==> src/rtl/servo_frame_scheduler.sv <==
// ============================================================================
// servo_frame_scheduler
//
// Shares one pulse-width timebase among up to four servo outputs. Framed
// serial commands (start bit, 2-bit channel, 8-bit position, stop bit) are
// received on mbed_pulse and stored in per-channel shadow registers. At every
// frame boundary the shadow registers are copied into the active registers in
// one step, and each active channel then gets one pulse in its own slot.
//
// Ports:
//   clk         system clock, all logic on its rising edge
//   rst         asynchronous active-high reset
//   mbed_pulse  serial command line, idle low
//   servo_pwm   registered servo pulses, one bit per channel
//   frame_start one-clock pulse at the start of each frame
//   rx_busy     high while a command is being received
//   rx_valid    one-clock pulse when a command is accepted
//   rx_err      one-clock pulse when a command is rejected
// ============================================================================
module servo_frame_scheduler #(
    parameter int TICK_DIV    = 50,
    parameter int SLOT_TICKS  = 2500,
    parameter int FRAME_SLOTS = 8,
    parameter int NUM_SERVOS  = 4,
    parameter int BASE_TICKS  = 1000,
    parameter int SCALE_SHIFT = 2,
    parameter int BIT_CLKS    = 1
) (
    input  logic                  clk,
    input  logic                  rst,
    input  logic                  mbed_pulse,
    output logic [NUM_SERVOS-1:0] servo_pwm,
    output logic                  frame_start,
    output logic                  rx_busy,
    output logic                  rx_valid,
    output logic                  rx_err
);

    localparam int TDW = (TICK_DIV > 1) ? $clog2(TICK_DIV) : 1;
    localparam int STW = (SLOT_TICKS > 1) ? $clog2(SLOT_TICKS) : 1;
    localparam int SLW = (FRAME_SLOTS > 1) ? $clog2(FRAME_SLOTS) : 1;
    localparam int BCW = (BIT_CLKS > 1) ? $clog2(BIT_CLKS) : 1;

    localparam logic [TDW-1:0] TICK_LAST      = TDW'(TICK_DIV - 1);
    localparam logic [STW-1:0] SLOT_TICK_LAST = STW'(SLOT_TICKS - 1);
    localparam logic [SLW-1:0] SLOT_LAST      = SLW'(FRAME_SLOTS - 1);
    localparam logic [BCW-1:0] BIT_LAST       = BCW'(BIT_CLKS - 1);
    localparam logic [31:0]    WIDTH_MAX      = 32'(SLOT_TICKS - 1);
    localparam logic [7:0]     POS_RESET      = 8'd128;

    typedef enum logic [1:0] {
        RX_IDLE  = 2'd0,
        RX_SHIFT = 2'd1,
        RX_STOP  = 2'd2
    } rxState_t;

    // Timebase
    logic [TDW-1:0]        r_tickDiv;
    logic [STW-1:0]        r_slotTick;
    logic [SLW-1:0]        r_slot;

    // Position storage and outputs
    logic [7:0]            r_shadow [NUM_SERVOS];
    logic [7:0]            r_active [NUM_SERVOS];
    logic [NUM_SERVOS-1:0] r_pwm;
    logic                  r_frameStart;

    // Receiver
    rxState_t              r_rxState;
    rxState_t              w_rxStateNext;
    logic [BCW-1:0]        r_clkCnt;
    logic [3:0]            r_bitCnt;
    logic [9:0]            r_shift;
    logic                  r_stopBit;
    logic                  r_complete;
    logic                  r_rxBusy;
    logic                  r_rxValid;
    logic                  r_rxErr;

    logic                  w_frameZero;
    logic                  w_slotOffsetZero;
    logic [31:0]           w_width [NUM_SERVOS];
    logic [31:0]           w_rawWidth;
    logic [NUM_SERVOS-1:0] w_pwmNext;
    logic                  w_bitStrobe;
    logic                  w_busyNext;
    logic [1:0]            w_cmdChannel;
    logic [7:0]            w_cmdPos;
    logic                  w_cmdOk;
    logic                  w_accept;
    logic                  w_reject;

    assign w_frameZero      = (r_tickDiv == '0) && (r_slotTick == '0) && (r_slot == '0);
    assign w_slotOffsetZero = (r_tickDiv == '0) && (r_slotTick == '0);
    assign w_bitStrobe      = (r_clkCnt == BIT_LAST);
    assign w_cmdChannel     = r_shift[9:8];
    assign w_cmdPos         = r_shift[7:0];

    // Tick divider, slot tick and slot index form one free-running counter
    // chain; the frame boundary is the point where all three are zero.
    always_ff @(posedge clk or posedge rst) begin
        if (rst) begin
            r_tickDiv  <= '0;
            r_slotTick <= '0;
            r_slot     <= '0;
        end else if (r_tickDiv == TICK_LAST) begin
            r_tickDiv <= '0;
            if (r_slotTick == SLOT_TICK_LAST) begin
                r_slotTick <= '0;
                r_slot     <= (r_slot == SLOT_LAST) ? '0 : r_slot + SLW'(1);
            end else begin
                r_slotTick <= r_slotTick + STW'(1);
            end
        end else begin
            r_tickDiv <= r_tickDiv + TICK_DIV'(0) + TDW'(1);
        end
    end

    // Pulse width per channel, clamped so a pulse always ends inside its slot.
    always_comb begin
        w_rawWidth = '0;
        for (int i = 0; i < NUM_SERVOS; i++) begin
            w_rawWidth = 32'(BASE_TICKS) + (32'(r_active[i]) << SCALE_SHIFT);
            w_width[i] = (w_rawWidth > WIDTH_MAX) ? WIDTH_MAX : w_rawWidth;
        end
    end

    // The pulse register is loaded one clock behind the counter position, so
    // the output is high for slot offsets 1..W*TICK_DIV. In (tick, divider)
    // terms that is "not at offset 0" and "before tick W, or exactly at tick W
    // with divider 0". This avoids any multiply by TICK_DIV.
    always_comb begin
        w_pwmNext = '0;
        for (int i = 0; i < NUM_SERVOS; i++) begin
            if ((r_slot == SLW'(i)) && !w_slotOffsetZero) begin
                if ((32'(r_slotTick) < w_width[i]) ||
                    ((32'(r_slotTick) == w_width[i]) && (r_tickDiv == '0))) begin
                    w_pwmNext[i] = 1'b1;
                end
            end
        end
    end

    // Active positions change only at the frame boundary. A write landing on
    // that same edge reaches the shadow too late and waits for the next frame.
    always_ff @(posedge clk or posedge rst) begin
        if (rst) begin
            r_pwm        <= '0;
            r_frameStart <= 1'b0;
            for (int i = 0; i < NUM_SERVOS; i++) begin
                r_active[i] <= POS_RESET;
            end
        end else begin
            r_pwm        <= w_pwmNext;
            r_frameStart <= w_frameZero;
            if (w_frameZero) begin
                for (int i = 0; i < NUM_SERVOS; i++) begin
                    r_active[i] <= r_shadow[i];
                end
            end
        end
    end

    // Shadow registers take each accepted command; the last write wins.
    always_ff @(posedge clk or posedge rst) begin
        if (rst) begin
            for (int i = 0; i < NUM_SERVOS; i++) begin
                r_shadow[i] <= POS_RESET;
            end
        end else begin
            for (int i = 0; i < NUM_SERVOS; i++) begin
                if (w_accept && (w_cmdChannel == 2'(i))) begin
                    r_shadow[i] <= w_cmdPos;
                end
            end
        end
    end

    // Receiver state register.
    always_ff @(posedge clk or posedge rst) begin
        if (rst) begin
            r_rxState <= RX_IDLE;
        end else begin
            r_rxState <= w_rxStateNext;
        end
    end

    // Receiver next state. STOP returns to IDLE right after sampling the stop
    // bit, so the completion edge is an IDLE cycle and can already take the
    // start bit of a back-to-back command.
    always_comb begin
        w_rxStateNext = r_rxState;
        case (r_rxState)
            RX_IDLE:  if (mbed_pulse) w_rxStateNext = RX_SHIFT;
            RX_SHIFT: if (w_bitStrobe && (r_bitCnt == 4'd9)) w_rxStateNext = RX_STOP;
            RX_STOP:  if (w_bitStrobe) w_rxStateNext = RX_IDLE;
            default:  w_rxStateNext = RX_IDLE;
        endcase
    end

    // Receiver outputs. Busy is held through the stop-bit edge and drops on
    // the completion edge unless a new start bit arrives there.
    always_comb begin
        w_busyNext = (w_rxStateNext != RX_IDLE) || (r_rxState == RX_STOP);
        w_cmdOk    = !r_stopBit && (32'(w_cmdChannel) < 32'(NUM_SERVOS));
        w_accept   = r_complete && w_cmdOk;
        w_reject   = r_complete && !w_cmdOk;
    end

    // Receiver datapath: bit timing, shift register and the completion flag
    // that turns the sampled stop bit into a valid/error pulse one edge later.
    always_ff @(posedge clk or posedge rst) begin
        if (rst) begin
            r_clkCnt   <= '0;
            r_bitCnt   <= '0;
            r_shift    <= '0;
            r_stopBit  <= 1'b0;
            r_complete <= 1'b0;
            r_rxBusy   <= 1'b0;
            r_rxValid  <= 1'b0;
            r_rxErr    <= 1'b0;
        end else begin
            r_complete <= 1'b0;
            r_rxBusy   <= w_busyNext;
            r_rxValid  <= w_accept;
            r_rxErr    <= w_reject;
            case (r_rxState)
                RX_SHIFT: begin
                    if (w_bitStrobe) begin
                        r_clkCnt <= '0;
                        r_shift  <= {r_shift[8:0], mbed_pulse};
                        r_bitCnt <= r_bitCnt + 4'd1;
                    end else begin
                        r_clkCnt <= r_clkCnt + BCW'(1);
                    end
                end
                RX_STOP: begin
                    if (w_bitStrobe) begin
                        r_clkCnt   <= '0;
                        r_stopBit  <= mbed_pulse;
                        r_complete <= 1'b1;
                    end else begin
                        r_clkCnt <= r_clkCnt + BCW'(1);
                    end
                end
                default: begin
                    r_clkCnt <= '0;
                    r_bitCnt <= '0;
                end
            endcase
        end
    end

    assign servo_pwm   = r_pwm;
    assign frame_start = r_frameStart;
    assign rx_busy     = r_rxBusy;
    assign rx_valid    = r_rxValid;
    assign rx_err      = r_rxErr;

endmodule

==> config.mk <==
export PLATFORM = sky130hd
export DESIGN_NAME = servo_frame_scheduler
export DESIGN_NICKNAME = d
export VERILOG_FILES = /design/src/rtl/servo_frame_scheduler.sv
export SDC_FILE = /design/constraint.sdc
export NUM_CORES = 1
export LEC_CHECK = 0
export CORE_ASPECT_RATIO = 0.6
export CORE_MARGIN = 2
export CORE_UTILIZATION = 50
export CTS_BUF_LIST = sky130_fd_sc_hd__clkbuf_4 sky130_fd_sc_hd__clkbuf_8
export CTS_CLUSTER_SIZE = 12
export DETAILED_ROUTE_END_ITERATION = 7
export DONT_BUFFER_PORTS = 1
export GPL_TIMING_DRIVEN = 1
export PLACE_DENSITY_LB_ADDON = 0.08
export SYNTH_ARGS = -nofsm -noshare
export SYNTH_HDL_FRONTEND = slang
export SYNTH_SLANG_ARGS = --single-unit
==> constraint.sdc <==
create_clock -name clk -period 4.9 [get_ports clk]
set_clock_uncertainty 0.15 [all_clocks]
set_input_delay 0.98 -clock clk [delete_from_list [all_inputs] [get_ports clk]]
set_output_delay 0.98 -clock clk [all_outputs]
set_load 0.05 [all_outputs]
-- Word-level counts from Yosys, hierarchy flattened
Cells that the tools add are included.
Widths: inputs -> output; s select.
- output and inout bits: 8
- register bits: 112
- word-level logic and storage cells: 118
- input bits: 3
- bitwise logic cells: 2
- equality and inequality tests: 17
- magnitude comparators: 8
- reduce and logical (&&, ||, !) cells: 35
- mux-type cells: 25
- add/sub/neg operators: 9
- operators by type and width (operator ; count):
    $mux 12 ; 5
    $eq 12x12->1 ; 4
    $gt 11x12->1 const B ; 4
    $lt 12x12->1 ; 4
    $add 10x10->11 const A ; 4
    $logic_and 1x1->1 ; 17
    $add 12x1->12 const B ; 1
    $eq 12x12->1 const B ; 1
    $logic_not 12->1 ; 1
    $mux 1 ; 12
    $pmux 4 s2 ; 1
    $reduce_and 2->1 ; 4
    $add 6x1->6 const B ; 1
    $eq 2x2->1 const B ; 3
    $eq 3x2->1 const B ; 2
    $eq 6x6->1 const B ; 1
    $logic_not 6->1 ; 1
    $mux 2 ; 3
    $mux 6 ; 1
    $pmux 2 s3 ; 1
    $logic_or 1x1->1 ; 5
    $add 4x1->4 const B ; 1
    $eq 2x1->1 const B ; 2
    $eq 4x4->1 const B ; 1
    other kinds (13) ; 16

-- Logic depth before layout (Yosys ltp)
- depth in word-level cells: 8
- depth in mapped cells: 9
- depth with buffers taken out: 9

-- Worst setup path after synthesis
No wires, ideal clock.
- path kind: reg-to-reg
- start point: register r_active[25] (netlist bit)
- end point: register r_pwm[0] (netlist: servo_pwm[0])
- buffers on the path: 0
- setup time: 0.077 ns
- clock period less this slack: 2.552 ns
- setup slack: 2.348 ns
- arrival: 2.325 ns
- cell stages (with the launch flop): 10
- required time: 4.673 ns
- path through: dfrtp_1 > ha_1 > or3_1 > nor3_1 > xnor2_1 > ha_1 > and4b_1 > a2111oi_0 > a41oi_1 > a21oi_1
- word-level cells in the longest chain between the ends: 8
- elaborated cells between the ends (all ways): 9
- classes of those cells: add/sub (1); order compare (2); eq/ne (1); mux (3); reduce/logical (2)
- ends and longest elaborated chain (element ; line ; text):
    start: declaration ; 64 ; logic [7:0] r_active [NUM_SERVOS];
    start signal: indexed assignment ; 158 ; r_active[i] <= r_shadow[i];
    $add 10x10->11 (*) ; 123 ; w_rawWidth = 32'(BASE_TICKS) + (32'(r_active[i]) << SCALE_SHIFT);
    $gt 11x12->1 ; 124 ; w_width[i] = (w_rawWidth > WIDTH_MAX) ? WIDTH_MAX : w_rawWidth;
    $mux 12 (*) ; 124 ;
    parallel branches: the longest is 2 deep, another holds $lt 12x12->1 ; - ;
    $logic_or 1x1->1 (*) ; 136 ; if ((32'(r_slotTick) < w_width[i]) ||
    $mux 1 (*) ; 136 ;
    $mux 1 (*) ; 135 ; if ((r_slot == SLW'(i)) && !w_slotOffsetZero) begin
    via w_pwmNext[0] ; 84 ; logic [NUM_SERVOS-1:0] w_pwmNext;
    end signal: assignment ; 154 ; r_pwm <= w_pwmNext;
    end: declaration ; 65 ; logic [NUM_SERVOS-1:0] r_pwm;
Mark *: on every way through the listed nets, which the timed path passes.
A chain may end at the register's enable or synchronous reset.

-- Worst setup path after layout
Same ends and word-level chain as after synthesis.

==> results.yml <==
route:
  drc_errors: 0
  ant_nets: 0
  avgViaCountPerCell: 5.689
  via_count: 3601
  finalWirelength_mm: 12.02
  drtIter0Drc: 271
  routedWlPerCell_microns: 18.99
  drtPass1Iterations: 4
die:
  fp-row-count: 30
  die_y_microns: 88.59
  core_region_area_sq_mm: 0.01145
  io_pins: 11
  initial_core_util: 0.5209
  fp.dieW_microns: 145.0
  dieArea_sq_mm: 0.01284
hold_path:
  min_path_type: "reg -> reg"
cts:
  cts-resized-gates: 0
  cts_setup_buffers: 0
  numClockSinks: 111
  tritoncts: "built"
  holdBufCountCts: 0
  clk_path_buf_depth: 2
  clock_latency_ns: 0.37
  cts.clk_slew.worst_paths_ns: 0.10
  root_buffer: "clkbuf_8"
  cts.htree.levels: 3
  cts_made_buffers: 9
grt:
  grt_pass1_wl_mm: 19.72
  antenna_found_initial: 0
  grt-ovfl-total: 0
  grt_pass1_vias: 3471
  grt_max_degree: 81
  track_usage: 0.2019
timing:
  slew_headroom: 0.3377
  fmax_mhz: 354.2
  grt_setup_unrepaired: "no"
  slew_viol_final: 0
  tightest_slew_ns: 0.9935
  setup_slack_ns: 2.077
  hold_viol: 0
  setup_viol: 0
  period_minus_slack_ns: 2.823
  timing.final.crit_share: 0.5762
  fin_tns_setup_ns: 0
pwr:
  power-per-cell-area_mw_per_mm2: 314.6
  power.leakage_nw: 3.085
  ir_worst_vdd_mv: 0.2225
synthesis:
  synth.distinct_cells: 46
  async_flop_share: 1.000
  synthesis.nets: 523
  netlist_instances: 467
  ys.flop_type: "dfrtp_1"
  seq_area_frac_synth: 0.4675
  ys_seq_elements: 111
  yosysWarningCount: 0
  synth_edf_count: 0
  synth_area_per_cell_sq_um: 12.77
  netlist_area_sq_mm: 0.005963
final_layout:
  antenna-diode-count: 0
  drive_above_1_share: 0.2368
  mostFrequentLayoutCells: "dfrtp_1 (103), ha_1 (53), mux2_2 (46), mux2_4 (30), xnor2_1 (24)"
  num-fill-cells: 1003
  synthToLayoutAreaGrowth_pct: 5.539
  final_common_cell: "dfrtp_1"
  final_nets: 524
run:
  maxCapViolCount: 0
run_status:
  status: "finished clean"
placed_design:
  dp_slack_ns: 2.125
  gp_congestion: 0.8328
  hpwl_mm: 8.822
  portBuffers: 0
critical_path:
  worst_setup_path_start_kind: "register"
  worstPathArrival_ns: 2.97
  crit_fanout: 4
  crit_required_ns: 5.05
  worstSetupEndpointType: "register"
  crit_type: "reg -> reg"
  r2r_slack_ns: 2.08
[synthesized netlist by cell type, types with 13 or more instances]
cell	n	area (sq um)
a21oi_1	14	70.07
dfrtp_1	103	2577
ha_1	53	663.1
inv_1	14	52.55
mux2_2	46	518.0
mux2_4	30	450.4
nand2_1	13	48.80
nand3_1	14	70.07
nor2_1	15	56.30
o21ai_0	14	70.07
xnor2_1	24	210.2
[state kept, by name, summed over array words and instances (netlist names), 2 cells and up]
register    flops
r_active       32
r_bitCnt        4
r_rxState       2
r_shadow       32
r_shift        10
r_slot          3
r_slotTick     12
r_tickDiv       6
servo_pwm       4
[critical path, cell delays in order (launching register included)]
cell and delay (ns):
dfrtp_1 0.44, ha_1 0.24, or3_1 0.40, nor3_1 0.22
xnor2_1 0.16, ha_1 0.26, and4b_1 0.22, a2111oi_0 0.37
a41oi_1 0.08, a21oi_1 0.21
[power breakdown]
| part | total, mW | internal [mW] | switching (mW) |
|---|---|---|---|
| clock | 0.579 | 0.258 | 0.321 |
| sequential | 1.21 | 1.04 | 0.167 |
| combinational | 0.192 | 0.116 | 0.0763 |
| total | 1.98 | 1.42 | 0.565 |
[final timing paths]
kind | start | endpoint | depth (start not counted)
worst min register to register | r_complete$_DFF_PP0_ | rx_err$_DFF_PP0_ | 1
worst min-delay path | r_complete$_DFF_PP0_ | rx_err$_DFF_PP0_ | 1
max in group asynchronous | rst | r_shadow[7]$_DFFE_PP1P_ | 2
worst max register to register | r_active[25]$_DFFE_PP0P_ | servo_pwm[0]$_DFF_PP0_ | 9
min in group asynchronous | rst | r_bitCnt[0]$_DFFE_PP0N_ | 1
worst max-delay path | r_active[25]$_DFFE_PP0P_ | servo_pwm[0]$_DFF_PP0_ | 9
[per-layer routing]
layer | vias to the layer above | GRT usage | wire length [microns]
li1 | 1717 | - | -
met1 | 1813 | 0.3109 | 6445
met2 | 60 | 0.2853 | 4902
met3 | 11 | 0.04845 | 573
met4 | 0 | 0.05041 | 102
met5 | - | 0 | 0
[cells by family after synthesis]
logic type | after synthesis | share of synthesized area
and+or+nand+nor | 113 | 0.1240
DFF | 111 | 0.4675
muxes | 77 | 0.1641
AOI/OAI and AO/OA | 55 | 0.06022
adders and majority gates | 53 | 0.1112
xor gates and xnor gates | 33 | 0.04847
buffers and inverters | 25 | 0.02455
[final cells by class]
class                           instances  area (sq um)  share of cell area
Clock inverter                          6         76.32             0.01213
Timing Repair Buffer                    1         7.507            0.001193
Tap cell                              160         200.2             0.03181
Multi-Input combinational cell        331          3029              0.4813
Sequential cell                       111          2788              0.4429
Clock buffer                           10         137.6             0.02187
Inverter                               14         55.05            0.008748
[metrics by stage]
step                        util  cell area [sq um]  instances  power (mW)  hold WS (ns)
after global routing      0.5497               6294        633       2.084        0.3716
after global placement    0.5310               6080        617       1.410        0.3063
after detailed placement  0.5310               6080        617       1.424        0.3165
final                     0.5497               6294        633       1.980        0.3417
after floorplan                -               5963        467       1.324        0.2948
after CTS                 0.5497               6294        633       2.006        0.3437
Note: power is estimated with default switching activity, not from simulation.
==> RTL edit 1: new RTL, same flow settings <==
Set the parameter `FRAME_SLOTS` to 4 (it was 8).
--- a/src/rtl/servo_frame_scheduler.sv
+++ b/src/rtl/servo_frame_scheduler.sv
@@ -20,7 +20,7 @@
 module servo_frame_scheduler #(
     parameter int TICK_DIV    = 50,
     parameter int SLOT_TICKS  = 2500,
-    parameter int FRAME_SLOTS = 8,
+    parameter int FRAME_SLOTS = 4,
     parameter int NUM_SERVOS  = 4,
     parameter int BASE_TICKS  = 1000,
     parameter int SCALE_SHIFT = 2,
Check against the original RTL: same outputs for any inputs over 10 cycles, from zero or initial values and one cycle with rst high; that may be too few to reach the edited logic, so the function may still have changed.
==> RTL edit 1 against the unedited design <==
Combinational power hardly changed; cell area is 1.9% lower; critical path type unchanged; total power is 3.2% lower; setup slack better by 0.017 ns; sequential share of layout area is 0.47 points higher; cell count is 1.3% lower; die area is 1.4% lower; sequential cell count is 1 lower; largest cell class unchanged; area after synthesis is 1.4% lower; highest routed layer unchanged; wire length is 0.47% lower.
==> RTL edit 1: results (changes against the unedited design) <==
First-pass iteration count of the detailed router: 4 (unchanged)
LEAKAGE: 3.150 nW (was 3.085 nW)
Final Non-Filler Cells: 625 (was 633)
Fill cell count: 993 (was 1003)
Post-layout nets: 514 (was 524)
Post-CTS Setup Inserts: 0 (unchanged)
Largest net degree at the start of global routing: 71 (was 81)
Routability congestion estimate: 0.7960 (was 0.8328)
Worst endpoint data arrival time: 2.96 ns (was 2.97 ns)
Synth area leaders: dfrtp_1 (43%), ha_1 (11%), mux2_2 (9.0%) (was dfrtp_1 (43%), ha_1 (11%), mux2_2 (8.7%))
FFs w/ async S/R, synth: 100.0% (unchanged)
Status: complete, no violations (unchanged)
Number of flops mapped to enable cells by yosys: 0 (unchanged)
Commonest cells in the synthesized netlist: dfrtp_1 (102), ha_1 (51), mux2_2 (47) (was dfrtp_1 (103), ha_1 (53), mux2_2 (46))
First-pass GRT wire length: 19450 µm (was 19720 µm)
Endpoints failing hold: 0 (unchanged)
CTS Root Cell: clkbuf_8 (unchanged)
Yosys Warn Count: 0 (unchanged)
Hold Path Depth: 1 (unchanged)
Crit-path most repeated cell: a21oi_1 (was ha_1)
Crit path max fanout: 5 (was 4)
Layout cells sized above 1: 24.09% (was 23.68%)
Vias per inst: 5.661 (was 5.689)
Hold Crit Class: flop to flop (unchanged)
Crit-path slowest cell: dfrtp_1 (unchanged)
Seq/Total Area, Yosys: 47.01% (was 46.75%)
R2r worst-path depth: 8 (was 9)
Register clock-pin slew on the reported worst setup and hold paths: 0.11 ns
Placed Cells: 609 (was 617)
Core area: 0.01137 mm² (was 0.01145 mm²)
Post-DP Area: 0.005993 mm² (was 0.006080 mm²)
Syn_nets: 512 (was 523)
Initial antenna violation count: 0 (unchanged)
Ant diodes: 0 (unchanged)
Drt total wl: 11970 µm (was 12020 µm)
Cell variety after synth: 46 (unchanged)
Synth Instances: 458 (was 467)
Clock latency on the worst-skew pair: 0.38 ns
Biggest regs: r_active x32, r_shadow x32, r_slotTick x12 (unchanged)
Dpl hpwl: 8684 µm (was 8822 µm)
Worst relative slew slack: 24.61% (was 33.77%)
Clock tree buffer depth: 2 (unchanged)
Global Route Usage Sum: 20.61% (was 20.19%)
Initial DRC count: 168 (was 271)
Max VDD drop: 0.2234 mV (was 0.2225 mV)
Number of gates resized after cts: 0 (unchanged)
Slowest Stage Delay on Critical Path: 0.44 ns (about the same)
TritonCTS Buffers: 9 (unchanged)
IO Port Bufs: 0 (unchanged)
Cell family with most CP delay: simple AND/OR/NAND/NOR gates (unchanged)
CTS H-tree lvls: 3 (unchanged)
==> RTL edit 1: cell count changes in the layout (fill, tap and decap cells not counted), moves of 3 or more <==
cell     delta
nor2_1      +4
a21oi_1     -3
and2_1      -3
nand3_1     -6
nor3_1      +3
o21ai_0     -4
or3_1       -5
==> RTL edit 1: power by group <==
part	total (mW)	switching [mW]	internal, mW	leakage [nW]
combinational	0.192	0.0757	0.116	1.61
clock	0.520	0.324	0.196	0.0920
sequential	1.21	0.172	1.03	1.45
total	1.92	0.572	1.34	3.15
==> RTL edit 1: layout make-up <==
type,instances,area (µm²),share of cell area (%)
inverters,16,62.56,1.014
repair buffers,1,7.507,0.1217
well taps,160,200.2,3.244
clock buffers,10,131.4,2.129
flip-flops and latches,110,2763,44.77
clock inverters,6,46.29,0.7502
multi-input cells,322,2960,47.97
==> RTL edit 1: worst paths after layout <==
check	startpoint	to	slack, ns
setup / recovery	r_active[3]	servo_pwm[3]	2.09
hold / removal	r_complete	rx_err	0.33
setup reg to reg	r_active[3]	servo_pwm[3]	2.09
hold reg to reg	r_complete	rx_err	0.33
max in group asynchronous	rst	r_active[15]	3.01
min in group asynchronous	rst	r_shift[3]	0.49
==> RTL edit 1: cell families (layout without fill, tap and decap cells) <==
group | count (synthesis) | after routing | synth area share [%]
multiplexers | 77 | 77 | 16.67
buffers and inverters | 26 | 33 | 2.619
AND/OR/NAND/NOR | 107 | 107 | 11.65
flip-flops | 110 | 110 | 47.01
AO/OA/AOI/OAI | 53 | 53 | 6.131
XOR/XNOR | 34 | 34 | 5.067
adder cells (fa/ha/maj) | 51 | 51 | 10.86
==> RTL edit 1: metal layers <==
metal | up-vias | global-route usage (%) | share of wire [%]
li1 | 1677 | - | -
met1 | 1780 | 32.04 | 53
met2 | 70 | 28.83 | 41
met3 | 11 | 5.194 | 4.6
met4 | 0 | 4.545 | 0.77
met5 | - | 0 | 0
==> RTL edit 1: through the flow <==
| stage | hold WS [ns] | worst slack, ns | total power [mW] |
|---|---|---|---|
| after detailed placement | 0.3120 | 2.161 | 1.416 |
| after global placement | 0.3068 | 2.119 | 1.403 |
| final | 0.3301 | 2.094 | 1.917 |
| after floorplan | 0.2948 | 0.8809 | 1.312 |
| after CTS | 0.3332 | 2.112 | 1.932 |
| after global routing | 0.3397 | 1.872 | 2.012 |
==> RTL edit 2: new RTL, config.mk and constraints unchanged <==
Without the edit above. The 3 states of `rxState_t` get a one-hot encoding in 3 bits.
--- a/src/rtl/servo_frame_scheduler.sv
+++ b/src/rtl/servo_frame_scheduler.sv
@@ -48,10 +48,10 @@
     localparam logic [31:0]    WIDTH_MAX      = 32'(SLOT_TICKS - 1);
     localparam logic [7:0]     POS_RESET      = 8'd128;
 
-    typedef enum logic [1:0] {
-        RX_IDLE  = 2'd0,
-        RX_SHIFT = 2'd1,
-        RX_STOP  = 2'd2
+    typedef enum logic [2:0] {
+        RX_IDLE  = 3'b001,
+        RX_SHIFT = 3'b010,
+        RX_STOP  = 3'b100
     } rxState_t;
 
     // Timebase
Formal check against the unedited RTL: same outputs for any inputs over 10 cycles, from zero or initial values and one cycle with rst high; not proved beyond that.
==> RTL edit 2 against the unedited design <==
Total power fell by 12%; cell area fell by 1.5%; setup slack got worse by 0.014 ns; sequential cell count rose by 1; die area fell by 1.8%; maximum frequency fell by 0.51%; wire length rose by 1.2%; cell count rose by 3.9%; area after synthesis fell by 1.9%.
==> RTL edit 2: results (changes against the unedited design) <==
Status: complete, no violations (unchanged)
Crit path from: r_active[19] (was r_active[25])
Cell variety after synth: 47 (was 46)
Full die area: 0.01261 mm² (was 0.01284 mm²)
Dpl hpwl: 9011 µm (was 8822 µm)
Largest net degree at the start of global routing: 86 (was 81)
Synth area leaders: dfrtp_1 (44%), mux2_2 (13%), ha_1 (11%) (was dfrtp_1 (43%), ha_1 (11%), mux2_2 (8.7%))
Commonest cells in the synthesized netlist: dfrtp_1 (103), mux2_2 (65), ha_1 (53) (was dfrtp_1 (103), ha_1 (53), mux2_2 (46))
Worst relative slew slack: 30.25% (was 33.77%)
First-pass GRT wire length: 20290 µm (was 19720 µm)
Layout cells sized above 1: 20.48% (was 23.68%)
Multi-input gate count: 354 (was 331)
Power per Cell Area: 281.9 mW/mm² (was 314.6 mW/mm²)
Initial DRC count: 295 (was 271)
LEAKAGE: 3.148 nW (was 3.085 nW)
Hold WS: 0.3338 ns (was 0.3417 ns)
Vias in the first global route: 3650 (was 3471)
Post-layout nets: 549 (was 524)
Synth Instances: 492 (was 467)
Post-DP Area: 0.005995 mm² (was 0.006080 mm²)
Global Route Usage Sum: 21.30% (was 20.19%)
Placed Cells: 642 (was 617)
Reg2reg end: servo_pwm[1] (was servo_pwm[0])
Max VDD drop: 0.1605 mV (was 0.2225 mV)
R2r worst-path depth: 8 (was 9)
-- RTL edit 2: changes by cell type in the layout (fill, tap and decap cells not counted), moves of 3 or more --
cell     unedited run  this run
nor4_1              1         5
nor2_1             15        19
mux2_2             46        65
or3_1               6         3
mux2_4             30         0
nand2_1            13        42
-- RTL edit 2: logic make-up after synthesis --
| family | count (synthesis) | share of synthesized area (%) |
|---|---|---|
| muxes | 68 | 13.05 |
| and+or+nand+nor | 148 | 14.54 |
| DFF | 112 | 48.10 |
| adders and majority gates | 53 | 11.33 |
| buffers and inverters | 26 | 2.096 |
| xor gates and xnor gates | 34 | 5.090 |
| AOI/OAI and AO/OA | 51 | 5.796 |
-- RTL edit 2: metal layers --
metal / wire (µm) / share of wire, % / global-route usage (%)
met5: 0 / 0 / 0
met4: 97 / 0.80 / 4.278
met1: 6584 / 54 / 34.07
met3: 675 / 5.5 / 4.921
met2: 4806 / 40 / 29.26
-- RTL edit 2: worst min-delay path by stage --
stage / startpoint / endpoint / cells past startpoint
final: r_complete / rx_err / 1
after global routing: r_complete / rx_err / 1
after CTS: r_complete / rx_err / 1
after detailed placement: r_complete / rx_err / 1
after global placement: r_complete / rx_err / 1
after floorplan: r_complete / rx_err / 1
-- RTL edit 2: power breakdown --
group,total (mW),switching (mW),internal [mW]
sequential,1.08,0.106,0.978
clock,0.562,0.299,0.263
combinational,0.102,0.0639,0.0378
total,1.75,0.468,1.28
-- RTL edit 2: worst max-delay path, delay by kind of cell, from the launching register on --
kind,cells,cell delay [ns]
AOI/OAI and AO/OA,4,0.93
and+or+nand+nor,3,0.91
DFF,1,0.44
adders and majority gates,1,0.31
